## src/rtl/ifetch_queue_bp.sv

```systemverilog
// ifetch_queue_bp
//   Fetch unit with one outstanding ICache request, JAL/JALR/branch
//   pre-decode, branch prediction and a QDEPTH-entry instruction queue
//   feeding the issue stage.
//
//   Configuration macro: IFETCH_BHT_EN
//     defined   : dynamic 2-bit counter BHT indexed by pc[IDX_W+1:2]
//     undefined : static BTFN (taken iff branch offset is negative),
//                 upd_* inputs are ignored
//
//   Ports
//     clk, rst        clock, synchronous active-high reset
//     rdy             global enable, low freezes all state
//     ic_req_*        fetch request (level, held until ic_resp_valid)
//     ic_resp_*       one-cycle fetch response
//     iq_*            queue head (valid/ready handshake, 0-cycle read)
//     rb_valid/rb_pc  redirect from ROB: flush queue, refetch at rb_pc
//     upd_*           conditional-branch resolution for the predictor
module ifetch_queue_bp #(
   parameter logic [31:0] RESET_PC    = 32'h0,
   parameter int          QDEPTH      = 4,
   parameter int          BHT_ENTRIES = 128
) (
   input  logic        clk,
   input  logic        rst,
   input  logic        rdy,
   output logic        ic_req_valid,
   output logic [31:0] ic_req_addr,
   input  logic        ic_resp_valid,
   input  logic [31:0] ic_resp_inst,
   output logic        iq_valid,
   input  logic        iq_ready,
   output logic [31:0] iq_inst,
   output logic [31:0] iq_pc,
   output logic        iq_pred_taken,
   input  logic        rb_valid,
   input  logic [31:0] rb_pc,
   input  logic        upd_valid,
   input  logic [31:0] upd_pc,
   input  logic        upd_taken
);

   localparam int IDX_W = $clog2(BHT_ENTRIES);
   localparam int PTR_W = $clog2(QDEPTH);
   localparam int CNT_W = PTR_W + 1;

   typedef enum logic [1:0] {S_IDLE, S_WAIT, S_DRAIN} state_t;

   state_t             state, state_nxt;
   logic               req_nxt;
   logic [31:0]        fetch_pc;
   logic [31:0]        req_addr;
   logic               stall;
   logic [CNT_W-1:0]   count;
   logic [PTR_W-1:0]   head, tail;

   logic [31:0]        q_inst [QDEPTH];
   logic [31:0]        q_pc   [QDEPTH];
   logic               q_pred [QDEPTH];

   logic               issue, push, pop;
   logic               is_jal, is_jalr, is_br;
   logic signed [31:0] j_imm, b_imm;
   logic               pred_br, pred;
   logic [31:0]        next_pc;

   function automatic logic [1:0] sat_update(input logic [1:0] ctr, input logic taken);
      logic [1:0] r;
      r = ctr;
      if (taken && ctr != 2'b11)
         r = ctr + 2'b01;
      else if (!taken && ctr != 2'b00)
         r = ctr - 2'b01;
      return r;
   endfunction

   // Pre-decode of the returning instruction
   assign is_jal  = (ic_resp_inst[6:0] == 7'b1101111);
   assign is_jalr = (ic_resp_inst[6:0] == 7'b1100111);
   assign is_br   = (ic_resp_inst[6:0] == 7'b1100011);
   assign j_imm   = {{11{ic_resp_inst[31]}}, ic_resp_inst[31], ic_resp_inst[19:12],
                     ic_resp_inst[20], ic_resp_inst[30:21], 1'b0};
   assign b_imm   = {{19{ic_resp_inst[31]}}, ic_resp_inst[31], ic_resp_inst[7],
                     ic_resp_inst[30:25], ic_resp_inst[11:8], 1'b0};

`ifdef IFETCH_BHT_EN
   logic [1:0] bht [BHT_ENTRIES];
   logic       unused_upd;

   assign unused_upd = ^{upd_pc[31:IDX_W+2], upd_pc[1:0]};
   // Combinational read of the old counter value, so a same-cycle update
   // to the same index is not visible to this lookup.
   assign pred_br = bht[fetch_pc[IDX_W+1:2]][1];

   always_ff @(posedge clk) begin
      if (rst) begin
         for (int i = 0; i < BHT_ENTRIES; i++)
            bht[i] <= 2'b01;
      end else if (rdy && upd_valid) begin
         bht[upd_pc[IDX_W+1:2]] <= sat_update(bht[upd_pc[IDX_W+1:2]], upd_taken);
      end
   end
`else
   logic unused_upd;

   assign unused_upd = ^{upd_valid, upd_pc, upd_taken, sat_update(2'b00, 1'b0)};
   // Backward branches (negative offset) are assumed to be loops.
   assign pred_br = ic_resp_inst[31];
`endif

   assign pred = is_jal | (is_br & pred_br);

   always_comb begin
      next_pc = fetch_pc + 32'd4;
      if (is_jal)
         next_pc = fetch_pc + j_imm;
      else if (is_br && pred_br)
         next_pc = fetch_pc + b_imm;
   end

   // A redirect suppresses both a new issue and a same-cycle push.
   assign issue = (state == S_IDLE) && !stall && (count < CNT_W'(QDEPTH)) && !rb_valid;
   assign push  = (state == S_WAIT) && ic_resp_valid && !rb_valid;
   assign pop   = iq_valid && iq_ready && !rb_valid;

   always_comb begin
      state_nxt = state;
      req_nxt   = ic_req_valid;
      if (rb_valid) begin
         // The outstanding request stays visible while draining.
         if (state == S_WAIT && !ic_resp_valid) begin
            state_nxt = S_DRAIN;
         end else begin
            state_nxt = S_IDLE;
            req_nxt   = 1'b0;
         end
      end else begin
         case (state)
            S_IDLE: begin
               if (issue) begin
                  state_nxt = S_WAIT;
                  req_nxt   = 1'b1;
               end
            end
            S_WAIT, S_DRAIN: begin
               if (ic_resp_valid) begin
                  state_nxt = S_IDLE;
                  req_nxt   = 1'b0;
               end
            end
            default: begin
               state_nxt = S_IDLE;
               req_nxt   = 1'b0;
            end
         endcase
      end
   end

   always_ff @(posedge clk) begin
      if (rst) begin
         state        <= S_IDLE;
         ic_req_valid <= 1'b0;
         fetch_pc     <= RESET_PC;
         stall        <= 1'b0;
         count        <= '0;
         head         <= '0;
         tail         <= '0;
      end else if (rdy) begin
         state        <= state_nxt;
         ic_req_valid <= req_nxt;
         if (rb_valid) begin
            count    <= '0;
            head     <= '0;
            tail     <= '0;
            fetch_pc <= rb_pc;
            stall    <= 1'b0;
         end else begin
            if (push) begin
               tail     <= tail + PTR_W'(1);
               fetch_pc <= next_pc;
               stall    <= is_jalr;
            end
            if (pop)
               head <= head + PTR_W'(1);
            if (push && !pop)
               count <= count + CNT_W'(1);
            else if (!push && pop)
               count <= count - CNT_W'(1);
         end
      end
   end

   // Queue storage and request address carry no reset; validity comes
   // from count and ic_req_valid.
   always_ff @(posedge clk) begin
      if (rdy) begin
         if (issue)
            req_addr <= fetch_pc;
         if (push) begin
            q_inst[tail] <= ic_resp_inst;
            q_pc[tail]   <= fetch_pc;
            q_pred[tail] <= pred;
         end
      end
   end

   assign ic_req_addr   = req_addr;
   assign iq_valid      = (count != '0);
   assign iq_inst       = q_inst[head];
   assign iq_pc         = q_pc[head];
   assign iq_pred_taken = q_pred[head];

endmodule
```

## config.mk

```make
export PLATFORM = sky130hd
export DESIGN_NAME = ifetch_queue_bp
export DESIGN_NICKNAME = d
export VERILOG_FILES = /design/src/rtl/ifetch_queue_bp.sv
export SDC_FILE = /design/constraint.sdc
export NUM_CORES = 1
export LEC_CHECK = 0
export BUFFER_PORTS_ARGS = -buffer_cell sky130_fd_sc_hd__buf_2
export CORE_UTILIZATION = 44
export CTS_CLUSTER_DIAMETER = 150
export DETAILED_ROUTE_END_ITERATION = 10
export SLEW_MARGIN = 20
export SYNTH_ARGS = -nofsm -noshare
export SYNTH_HDL_FRONTEND = slang
export SYNTH_SLANG_ARGS = --single-unit
```

## constraint.sdc

```tcl
create_clock -name clk -period 4.35 [get_ports clk]
set_input_delay 0.2175 -clock clk [delete_from_list [all_inputs] [get_ports clk]]
set_output_delay 0.2175 -clock clk [all_outputs]
set_load 0.02 [all_outputs]
```

## Yosys cells after proc, flatten, opt, wreduce, memory -nomap -nowiden

Memory sizes are Yosys's and may differ from the RTL's. A register that Yosys moved wholly into a read port is not among the register bits.
Cells that the tools add are included.

| word-level totals | value |
|---|---|
| memories kept | 3 |
| bits of input ports | 104 |
| output and inout bits | 99 |
| bits in registers | 75 |
| memory bits (writable) | 260 |
| word-level logic and storage cells | 89 |

Memory list:

| memory | depth | width | read ports | clocked after memory_dff | wr ports | line | source |
|---|---|---|---|---|---|---|---|
| q_inst | 4 | 32 | 1 | 1 | 1 | 57 | `logic [31:0] q_inst [QDEPTH];` |
| q_pc | 4 | 32 | 1 | 1 | 1 | 58 | `logic [31:0] q_pc [QDEPTH];` |
| q_pred | 4 | 1 | 1 | 1 | 1 | 59 | `logic q_pred [QDEPTH];` |

| operators by class | value |
|---|---|
| bitwise logic cells | 2 |
| add/sub/neg operators | 7 |
| reduce and logical (&&, ||, !) cells | 28 |
| $lt $le $gt $ge | 1 |
| mux-type cells | 32 |
| eq/ne operators | 8 |

Operators with widths:

| operator | count |
|---|---|
| $mux 32 | 4 |
| $add 32x32->32 | 2 |
| $add 32x3->32 const B | 1 |
| $mux 2 | 14 |
| $eq 7x7->1 const B | 3 |
| $logic_and 1x1->1 | 11 |
| $mux 1 | 9 |
| $mux 3 | 3 |
| $reduce_and 2->1 | 4 |
| $ne 3x3->1 const B | 2 |
| $reduce_bool 3->1 | 2 |
| $logic_not 1->1 | 5 |
| $add 2x1->2 const B | 2 |
| $pmux 2 s2 | 1 |
| $reduce_and 4->1 | 1 |
| $reduce_bool 2->1 | 2 |
| $add 3x1->3 const B | 1 |
| $lt 3x3->1 const B | 1 |
| $reduce_and 3->1 | 1 |
| $sub 3x1->3 const B | 1 |
| $eq 2x1->1 const B | 1 |
| $eq 2x2->1 const B | 1 |
| $logic_not 2->1 | 1 |
| $ne 2x2->1 const B | 1 |
| other kinds (4) | 4 |

## Longest topological paths before layout

Gate-level depths: netlist (run 1).

| logic depth | value |
|---|---|
| depth in word-level cells | 8 |
| gate-level depth with buffers | 11 |
| mapped depth without buffers | 11 |

## Least setup slack after synthesis (run 1)

Ideal clock, no wire load.

| path | value |
|---|---|
| kind | reg-to-reg |
| start point | register state[1] |
| end point | memory q_inst[0][0], enable pin |
| library setup time | 0.430 ns |
| path slack | 1.468 ns |
| cell stages (with the launch flop) | 6 |
| data required time | 3.920 ns |
| path buffers | 0 |
| period minus slack after synthesis | 2.882 ns |
| arrival time | 2.452 ns |
| cell sequence | dfxtp_1 inv_1 ha_1 nand2_1 nor2_1 and3_1 |

| on the way | value |
|---|---|
| longest elaborated chain between the ends | 6 |

RTL lines:

| item | line | source |
|---|---|---|
| start: declaration | 49 | `state_t state, state_nxt;` |
| start signal: assignment | 169 | `state <= state_nxt;` |
| $eq 2x1->1 | 123 | `assign push = (state == S_WAIT) && ic_resp_valid && !rb_valid;` |
| $logic_and 1x1->1 (2 in series) | 123 |  |
| $mux 1 | 199 | `if (push) begin` |
| $mux 1 | 196 | `if (rdy) begin` |
| $mux 1 (implied by the code) | 200 | `q_inst[tail] <= ic_resp_inst;` |
| end: declaration | 57 |  |

Every way passes these cells.

## Worst setup path after layout (run 1)

| path | value |
|---|---|
| start point | register fetch_pc[1] |
| end point | register fetch_pc[25] |

| on the way | value |
|---|---|
| longest elaborated chain between the ends | 5 |
| elaborated cells on any way between the ends | 7 |
| those cells by class | 3 x add/sub; 4 x mux |

RTL lines:

| item | line | source |
|---|---|---|
| start: declaration | 51 | `logic [31:0] fetch_pc;` |
| start signal: assignment | 175 | `fetch_pc <= rb_pc;` |
| start signal: assignment | 180 | `fetch_pc <= next_pc;` |
| $add 32x3->32 or $add 32x32->32 (tied branches) | 114, 118 |  |
| $mux 32 | 117 | `else if (is_br && pred_br)` |
| $mux 32 * | 115 | `if (is_jal)` |
| $mux 32 * | 178 | `if (push) begin` |
| $mux 32 * | 171 | `if (rb_valid) begin` |

Mark *: on every way between the ends. The rest lies on a longest branch, timed or not. The select of a mux whose other input is x is not followed.
A chain may end at the register's enable or synchronous reset.

==> results of run 1 <==
layout by cell type (no fill, tap or decap), drive strengths merged, types with 16 or more instances in the layout:
cell,count
edfxtp,292
buf,188
nor2,98
a21oi,76
nand2,75
mux4,65
o21ai,58
clkbuf,56
ha,50
dfxtp,45
a211oi,37
dlygate4sd3,36
inv,35
nand3,32
xor2,26
nor3,23
xnor2,22
nand4,17
a21o,16
flip-flops by register name (all words and copies together) (netlist names), 2 cells and up, named ones only:
name and count:
state 2, fetch_pc 32, tail 2, q_pc 128
q_pred 4, count 3, ic_req_addr 32, q_inst 128
head 2
worst max-delay path, delay by kind of cell, from the launching register on:
kind,cells,cell delay (ps)
compound gates,5,1340
fa+ha+maj,2,660
buf+inv,1,60
flops,1,560
simple gates,3,730
cell type report:
class,count,area (sq um)
Fill cell,3146,17400
Clock buffer,56,1060
Clock inverter,11,87.6
Timing Repair Buffer,224,1410
Multi-Input combinational cell,808,6380
Inverter,33,124
Tap cell,468,586
Sequential cell,337,9680
per-stage QoR:
step                total power, mW  setup slack, ps
floorplan                      4.25             1470
global placement               4.52             1020
detailed placement             4.53              974
CTS                            7.51              938
global route                   7.72              662
finish                         7.45              929
power groups by stage:
stage | Sequential [mW] | Clock [mW] | Combinational [mW]
finish | 3.65 | 2.96 | 0.834
global route | 3.66 | 3.14 | 0.916
CTS | 3.66 | 3.03 | 0.833
detailed placement | 3.72 | 0 | 0.802
global placement | 3.72 | 0 | 0.796
floorplan | 3.71 | 0 | 0.541
cell families (layout without fill, tap and decap cells):
family	after synthesis	count (layout)	share of synthesized area, %
flops	337	337	58.9
simple gates	318	318	9.53
compound gates	314	314	13.0
buf+inv	94	324	2.26
mux	75	75	9.53
fa+ha+maj	53	53	4.18
xor+xnor	48	48	2.56
timing repair:
action / 4_1_cts / 5_1_grt
hold buffers: 36 / 0
endpoints found under the hold margin: 129 / 0
endpoints found under the setup margin: 0 / 0
gates resized for setup: 0 / 0
layer usage:
layer,vias to the layer above,routed length (um),track usage [%]
met1,5684,19400,31.3
met2,337,21600,40.0
met3,70,2180,3.26
met4,0,1020,6.56
met5,-,0,0
li1,5307,-,-
worst paths after layout:
kind | to
setup reg to reg | fetch_pc[25]$_SDFFE_PP0P_
hold reg to reg | fetch_pc[4]$_SDFFE_PP0P_
hold / removal | fetch_pc[7]$_SDFFE_PP0P_
setup / recovery | fetch_pc[25]$_SDFFE_PP0P_
==> flow_summary.json, run 1 <==
{
  "post-route-period-util_pct": 78.6,
  "final_max_slew_viol_count": 0,
  "rsz0062_at_grt": "no",
  "grt_pass1_wl_um": 67500,
  "syn_to_final_growth_pct": 17.8,
  "cts-root-buf": "clkbuf_16",
  "synth.top_cell.area_share_pct": 53.4,
  "crit_path_end_kind": "flip-flop",
  "clockPowerShare_pct": 39.8,
  "core_sq_mm": 0.0367,
  "tns_ps": 0,
  "post_cts_buffers": 0,
  "criticalPathCategory": "reg -> reg",
  "stdcell_count": 1937,
  "ys_ff_latch": 337,
  "max-clock-path-buffers": 3,
  "fp.dieW_um": 195,
  "dieArea_sq_mm": 0.0381,
  "drt_iter0_drc": 758,
  "start_util_pct": 44.7,
  "fin_util_pct": 52.7,
  "r2r-start": "fetch_pc[1]$_SDFFE_PP0P_",
  "r2r.worst_path.cells": 11,
  "crit_path_max_incr_delay_ps": 560,
  "vdd_drop_max_mv": 0.254,
  "synth_commonest_cells": "292 x edfxtp_1, 96 x nor2_1, 75 x nand2_1",
  "dpl.cell_count": 1834,
  "fmax_mhz": 292,
  "rows": 70,
  "clock_skew_ps": 21.3,
  "cp_slowest_cell": "dfxtp_1",
  "pwr-share-comb_pct": 11.2,
  "leakagePower_nw": 6.76,
  "sw_frac_of_total_pct": 24.2,
  "ys_types": 77,
  "cts_tree": "built",
  "cts_sinks": 337,
  "drt-vias-per-instance": 5.88,
  "reg2reg_slack_ps": 930,
  "placed_cell_area_sq_mm": 0.0178,
  "synthFlopType": "edfxtp_1",
  "synth_nets": 1396,
  "antennaDiodeCount": 0,
  "p_sw_mw": 1.81,
  "synth_edf_count": 292,
  "max_slew.worst_pin.slew_ps": 1050,
  "min_from": "rb_pc[7]",
  "ys_seq_area_share_pct": 58.9,
  "final_area_sq_mm": 0.0193,
  "fp.dieH_um": 195,
  "wirelength_um": 44200,
  "synth_top_area_cell": "edfxtp_1",
  "io_pins": 203,
  "final_layout_size_suffix_gt1_share_pct": 22.6,
  "pwr-share-seq_pct": 49.0,
  "critPathRequiredTime_ps": 4810,
  "drt_first_pass_iters": 5,
  "outcome": "completed",
  "grt_usage_pct": 23.5,
  "hpwl_um": 29400,
  "gp_congestion": 0.930,
  "p_per_area_mw_per_mm2": 385,
  "avgSynthCellArea_sq_um": 13.2,
  "finalHoldViolations": 0,
  "period_needed_ps": 3420,
  "max-cap-violations": 0,
  "synth_cells": 1239,
  "antenna_found_initial": 0,
  "intPower_mw": 5.64,
  "async_reset_ff_share_pct": 0,
  "arrival_ps": 3880,
  "cp_max_fo": 8,
  "path_clk_slew_ps": 60,
  "path_cells": "ha_1 -> inv_1 -> fa_1 -> nand2b_1 -> a21oi_1 -> o21ai_1 -> a21oi_2 -> o221a_2 -> nor2_1 -> or4_1 -> a31oi_1",
  "yosysWarnings": 0,
  "insertion_delay_ps": 540,
  "cts_max_level": 2,
  "wire_per_inst_um": 22.8,
  "whs_ps": 20.6,
  "synth_area_sq_mm": 0.0164,
  "fin_nets": 1598,
  "start_kind": "flip-flop",
  "setup_violations": 0,
  "slew_headroom_pct": 29.8,
  "synth_most_common_cell": "edfxtp_1",
  "vias": 11400,
  "numCtsBuffers": 37,
  "portBuffers": 168,
  "grt_pass1_vias": 11400,
  "crit_start": "fetch_pc[1]$_SDFFE_PP0P_",
  "holdPathStages": 3,
  "grt_max_degree": 55,
  "hp-class": "in -> reg",
  "grt_overflow": 0,
  "postRouteAntennaNets": 0,
  "synthTopCellsByArea": "edfxtp_1 53%, mux4_2 8.9%, dfxtp_1 5.5%, ha_1 3.8%, a21oi_1 2.3%",
  "drc": 0
}
Note: power is estimated with default switching activity, not from simulation.
==> inputs of run 2 (changes only) <==
- ABC_AREA: unset -> 1
- PLACE_DENSITY: unset -> 0.65
- clock period: 4.35 -> 2.7 ns (I/O delays scaled with it)
==> flow_summary.json, run 2 <==
{
  "outcome": "completed",
  "sw_frac_of_total_pct": 26.4,
  "core_sq_mm": 0.0389,
  "timing.rr.end": "fetch_pc[12]$_SDFFE_PP0P_",
  "hp-class": "in -> reg",
  "synthSimpleGateAreaFrac_pct": 21.2,
  "cp_slowest_cell": "dfxtp_1",
  "start_util_pct": 45.0,
  "p_sw_mw": 3.34,
  "synth_most_common_cell": "nand2_1",
  "layout.cells.most_common": "nand2_1",
  "final_layout_size_suffix_gt1_share_pct": 15.0,
  "cts_tree": "built",
  "setup_violations": 0,
  "pre_cts_ws_ps": 194,
  "min_from": "rb_pc[26]",
  "yosysWarnings": 0,
  "synth_commonest_cells": "463 x nand2_1, 293 x nor2_1, 292 x edfxtp_1",
  "grt_usage_pct": 26.5,
  "hpwl_um": 38500,
  "synth_compound_area_share_pct": 13.0,
  "fmax_mhz": 390,
  "insertion_delay_ps": 530,
  "drc": 0,
  "syn_to_final_growth_pct": 20.8,
  "final_cell_mix": "462 x nand2_1, 292 x edfxtp_1, 286 x nor2_1",
  "arrival_ps": 2980,
  "reg2reg_slack_ps": 140,
  "cp_common_cell": "a21oi_1",
  "ys_types": 48,
  "synth_top_family_by_area": "simple AND/OR/NAND/NOR gates",
  "wirelength_um": 54400,
  "synth_mux_area_share_pct": 0,
  "fp.dieH_um": 201,
  "synthXorXnorAreaFrac_pct": 1.15,
  "synth.top_cell.area_share_pct": 50.1,
  "synthFlopType": "edfxtp_1",
  "leakagePower_nw": 8.79,
  "avgSynthCellArea_sq_um": 8.79,
  "grt_max_degree": 97,
  "synth_top_area_cell": "edfxtp_1",
  "numCtsBuffers": 36,
  "drt_first_pass_iters": 7,
  "path_cells": "ha_1 -> nand2_1 -> inv_1 -> a21oi_1 -> nand3_2 -> o21ai_0 -> a21oi_1 -> o21a_1 -> o21ai_0 -> buf_4 -> a21oi_1",
  "portBuffers": 168,
  "grt_pass1_wl_um": 82400,
  "max_slew.worst_pin.slew_ps": 865,
  "crit_path_max_incr_delay_ps": 440,
  "path_clk_slew_ps": 60,
  "rows": 72,
  "whs_ps": 6.42,
  "cts_max_level": 2,
  "total_power_mw": 12.7,
  "vias": 15000,
  "max-clock-path-buffers": 3,
  "async_reset_ff_share_pct": 0,
  "period_needed_ps": 2560,
  "antenna_found_initial": 0,
  "clock_skew_ps": 29.0,
  "r2r-start": "fetch_pc[11]$_SDFFE_PP0P_",
  "fin_nets": 2402,
  "criticalPathCategory": "reg -> reg",
  "stdcell_count": 2792,
  "p_per_area_mw_per_mm2": 600,
  "hold_path_end": "fetch_pc[26]$_SDFFE_PP0P_",
  "synth_fa_ha_area_share_pct": 3.92,
  "intPower_mw": 9.34,
  "pwr-share-comb_pct": 14.7,
  "r2r.worst_path.cells": 11,
  "holdPathStages": 5,
  "io_pins": 203,
  "clockPowerShare_pct": 39.3,
  "max-cap-violations": 0,
  "top_regs": "q_inst: 128 flops, q_pc: 128 flops",
  "synth_cells": 1993,
  "grt_overflow": 0,
  "synthTopCellsByArea": "edfxtp_1 50%, nand2_1 9.9%, nor2_1 6.3%, o21ai_0 5.9%, dfxtp_1 5.1%",
  "finalHoldViolations": 0,
  "cts_sinks": 337,
  "synth_edf_count": 292,
  "ys_seq_area_share_pct": 55.2,
  "dpl.cell_count": 2676,
  "drt-vias-per-instance": 5.39,
  "gp_congestion": 0.958,
  "fp.dieW_um": 201,
  "wire_per_inst_um": 19.5,
  "crit_path_end_kind": "flip-flop",
  "slew_headroom_pct": 42.3,
  "ys_ff_latch": 337,
  "dieArea_sq_mm": 0.0406,
  "final_max_slew_viol_count": 0,
  "vdd_drop_max_mv": 0.364,
  "postRouteAntennaNets": 0,
  "rsz0062_at_grt": "no",
  "post-route-period-util_pct": 94.9,
  "drt_iter0_drc": 1224,
  "critPathRequiredTime_ps": 3120,
  "grt_pass1_vias": 14200,
  "cts-root-buf": "clkbuf_16",
  "setup_ws_ps": 138,
  "pwr-share-seq_pct": 45.9,
  "tns_ps": 0,
  "cp_max_fo": 4,
  "synth_nets": 2150,
  "synth_area_sq_mm": 0.0175,
  "start_kind": "flip-flop"
}
run 2: changes by cell type in the layout (fill, tap and decap cells not counted), sizes merged, moves of 35 or more:
cell,delta
buf,+50
mux4,-65
a21oi,+38
o21ai,+157
a211oi,-35
nand3,+57
o22ai,+64
nor2,+204
nand2,+391
inv,+143
run 2: area by class of cell:
cell class / instances / area [sq um]
Timing Repair Buffer: 287 / 1990
Antenna cell: 1 / 2.50
Tap cell: 518 / 648
Fill cell: 3545 / 17800
Clock buffer: 49 / 1030
Clock inverter: 17 / 183
Multi-Input combinational cell: 1402 / 6930
Sequential cell: 337 / 9670
Inverter: 181 / 681
run 2: how the worst max path moves through the flow:
stage | from | to | slack (ps) | cells past startpoint
finish | fetch_pc[11]$_SDFFE_PP0P_ | fetch_pc[12]$_SDFFE_PP0P_ | 140 | 11
floorplan | state[1]$_SDFFE_PP0P_ | q_inst[0][0]$_DFFE_PP_ | -350 | 6
global placement | ic_resp_inst[25] | fetch_pc[12]$_SDFFE_PP0P_ | 210 | 12
global route | fetch_pc[1]$_SDFFE_PP0P_ | fetch_pc[25]$_SDFFE_PP0P_ | 0.9 | 17
CTS | fetch_pc[7]$_SDFFE_PP0P_ | fetch_pc[12]$_SDFFE_PP0P_ | 180 | 11
detailed placement | ic_resp_inst[25] | fetch_pc[12]$_SDFFE_PP0P_ | 190 | 12
run 2: metal layers:
metal  GRT usage (%)  up-vias  wire (um)
met5               0        -          0
met4            7.82        0       1350
met3            3.19       74       3410
met2            43.1      505      25400
met1            37.2     7157      24300
li1                -     7303          -
run 2: per-stage QoR:
| stage | cell area (sq um) | utilization [%] |
|---|---|---|
| 2_1_floorplan | 17500 | - |
| 3_3_place_gp | 19400 | 49.9 |
| 3_5_place_dp | 19400 | 49.9 |
| 4_1_cts | 21100 | 54.3 |
| 5_1_grt | 21100 | 54.3 |
| 6_report | 21100 | 54.3 |
run 2: cells by family after synthesis:
logic type / after synthesis
buf+inv: 254
simple gates: 902
flops: 337
compound gates: 424
fa+ha+maj: 53
xor+xnor: 23
run 2: repair_timing:
action                                  in CTS  in global routing
gates resized for setup                      0                  5
setup buffers                                0                  0
hold endpoints to repair                   143                  0
hold buffers                                49                  0
endpoints found under the setup margin       0                  7
run 2: power by group through the flow:
stage               Sequential [mW]  Combinational, mW  Clock (mW)
finish                         5.83               1.87        4.99
global route                   5.83               2.05        5.27
CTS                            5.83               1.85        5.07
detailed placement             5.94               1.79           0
global placement               5.93               1.77           0
floorplan                      5.98               1.04           0
run 2: critical path: cells and delay by family, from the launching register on:
kind / cells / cell delay, ps
flops: 1 / 440
buf+inv: 2 / 240
compound gates: 6 / 1060
fa+ha+maj: 1 / 320
simple gates: 2 / 380
==> inputs of run 3 (changes only) <==
- ABC_AREA: 1 -> unset
- CORE_MARGIN: unset -> 2
- PLACE_DENSITY: 0.65 -> 0.66
==> flow_summary.json, run 3 (synthesis gave the netlist of run 1 again) <==
{
  "outcome": "completed",
  "vias": 12100,
  "antenna_found_initial": 0,
  "start_util_pct": 44.7,
  "insertion_delay_ps": 530,
  "core_sq_mm": 0.0367,
  "top_regs": "q_inst: 128 flops, q_pc: 128 flops",
  "fp.dieH_um": 197,
  "grt_pass1_wl_um": 71300,
  "postRouteAntennaNets": 0,
  "gp_congestion": 0.940,
  "clock_skew_ps": 21.6,
  "drt_first_pass_iters": 6,
  "io_pins": 203,
  "hpwl_um": 32900,
  "wirelength_um": 47300,
  "crit_path_max_incr_delay_ps": 400,
  "max-clock-path-buffers": 3,
  "portBuffers": 168,
  "fmax_mhz": 372,
  "max-cap-violations": 0,
  "crit_path_end_kind": "flip-flop",
  "grt_overflow": 0,
  "numCtsBuffers": 35,
  "period_needed_ps": 2690,
  "setup_violations": 0,
  "p_per_area_mw_per_mm2": 581,
  "max_slew.worst_pin.slew_ps": 604,
  "fp.dieW_um": 197,
  "wire_per_inst_um": 22.7,
  "grt_usage_pct": 24.3,
  "setup_ws_ps": 13.9,
  "layout.cells.most_common": "edfxtp_1",
  "path_cells": "buf_4 -> ha_1 -> nand3_1 -> or2_2 -> buf_4 -> nor2_1 -> nand3_1 -> xor2_1 -> o21ai_0 -> a31oi_1 -> a211oi_1",
  "total_power_mw": 12.1,
  "pre_cts_ws_ps": -189,
  "final_cell_mix": "292 x edfxtp_1, 168 x buf_2, 143 x buf_4",
  "criticalPathCategory": "reg -> reg",
  "rows": 70,
  "dpl.cell_count": 1966,
  "drt-vias-per-instance": 5.82,
  "post-route-period-util_pct": 99.5,
  "grt_pass1_vias": 12100,
  "final_layout_size_suffix_gt1_share_pct": 31.4,
  "finalHoldViolations": 0,
  "hp-class": "in -> reg",
  "drc": 0,
  "vdd_drop_max_mv": 0.330,
  "slew_headroom_pct": 59.7,
  "cp_slowest_cell": "dfxtp_1",
  "final_max_slew_viol_count": 0,
  "cp_max_fo": 3,
  "drt_iter0_drc": 842,
  "grt_max_degree": 40,
  "cts_sinks": 337,
  "cts_max_level": 2,
  "stdcell_count": 2085,
  "fin_nets": 1749,
  "path_clk_slew_ps": 60,
  "start_kind": "flip-flop",
  "leakagePower_nw": 7.55,
  "cts-root-buf": "clkbuf_16",
  "critPathRequiredTime_ps": 3140,
  "arrival_ps": 3130,
  "cts_tree": "built",
  "dieArea_sq_mm": 0.0389,
  "syn_to_final_growth_pct": 26.6
}
==> run 3: worst paths after layout <==
check | start | endpoint | slack, ps | cells after the start
worst max-delay path | fetch_pc[3]$_SDFFE_PP0P_ | fetch_pc[30]$_SDFFE_PP0P_ | 10 | 11
worst min-delay path | rb_pc[4] | fetch_pc[4]$_SDFFE_PP0P_ | 20 | 4
worst max register to register | fetch_pc[3]$_SDFFE_PP0P_ | fetch_pc[30]$_SDFFE_PP0P_ | 10 | 11
worst min register to register | state[1]$_SDFFE_PP0P_ | state[1]$_SDFFE_PP0P_ | 500 | 2
==> run 3: critical path, delay by kind of cell, from the launching register on <==
family | cells | cell delay, ps
simple gates | 4 | 860
compound gates | 3 | 640
flops | 1 | 400
buf+inv | 2 | 310
fa+ha+maj | 1 | 240
xor+xnor | 1 | 160
==> run 3: timing repair <==
action / 4_1_cts / 5_1_grt
cloned: 0 / 0
hold buffers: 54 / 0
resized for setup: 7 / 51
pin swaps: 1 / 19
endpoints found under the hold margin: 146 / 0
endpoints found under the setup margin: 15 / 22
setup buffers: 0 / 3
==> run 3: final cells by class <==
type / instances / area [sq um]
clock inverter: 12 / 105
inverter: 33 / 124
multi-input combinational: 808 / 6630
fill: 3020 / 15900
tap: 468 / 586
clock buffer: 49 / 970
sequential: 337 / 9680
antenna: 1 / 2.50
timing repair buffer: 377 / 2690
==> run 3: stage by stage <==
step                      hold WS, ps  instance area, sq um  utilization, %  setup TNS, ps
final                            23.8                 20800            56.6              0
after detailed placement          372                 18900            51.5           -311
after global routing             58.4                 20800            56.6          -73.4
after global placement            362                 18900            51.5           -204
after floorplan                   234                 16400               -              0
after CTS                        5.13                 20500            55.9              0
==> run 3: report_power, final <==
part | total [mW] | switching, mW | internal, mW
combinational | 1.70 | 0.978 | 0.720
clock | 4.57 | 1.95 | 2.62
sequential | 5.81 | 0.0653 | 5.75
total | 12.1 | 3.00 | 9.09
==> run 3: per-layer routing <==
metal | wire length, um | up-vias | track usage, % | part of all wire [%]
li1 | - | 5620 | - | -
met1 | 19900 | 6058 | 31.6 | 42
met2 | 23800 | 400 | 42.1 | 50
met3 | 2330 | 67 | 3.31 | 4.9
met4 | 1220 | 0 | 7.88 | 2.6
met5 | 0 | - | 0 | 0
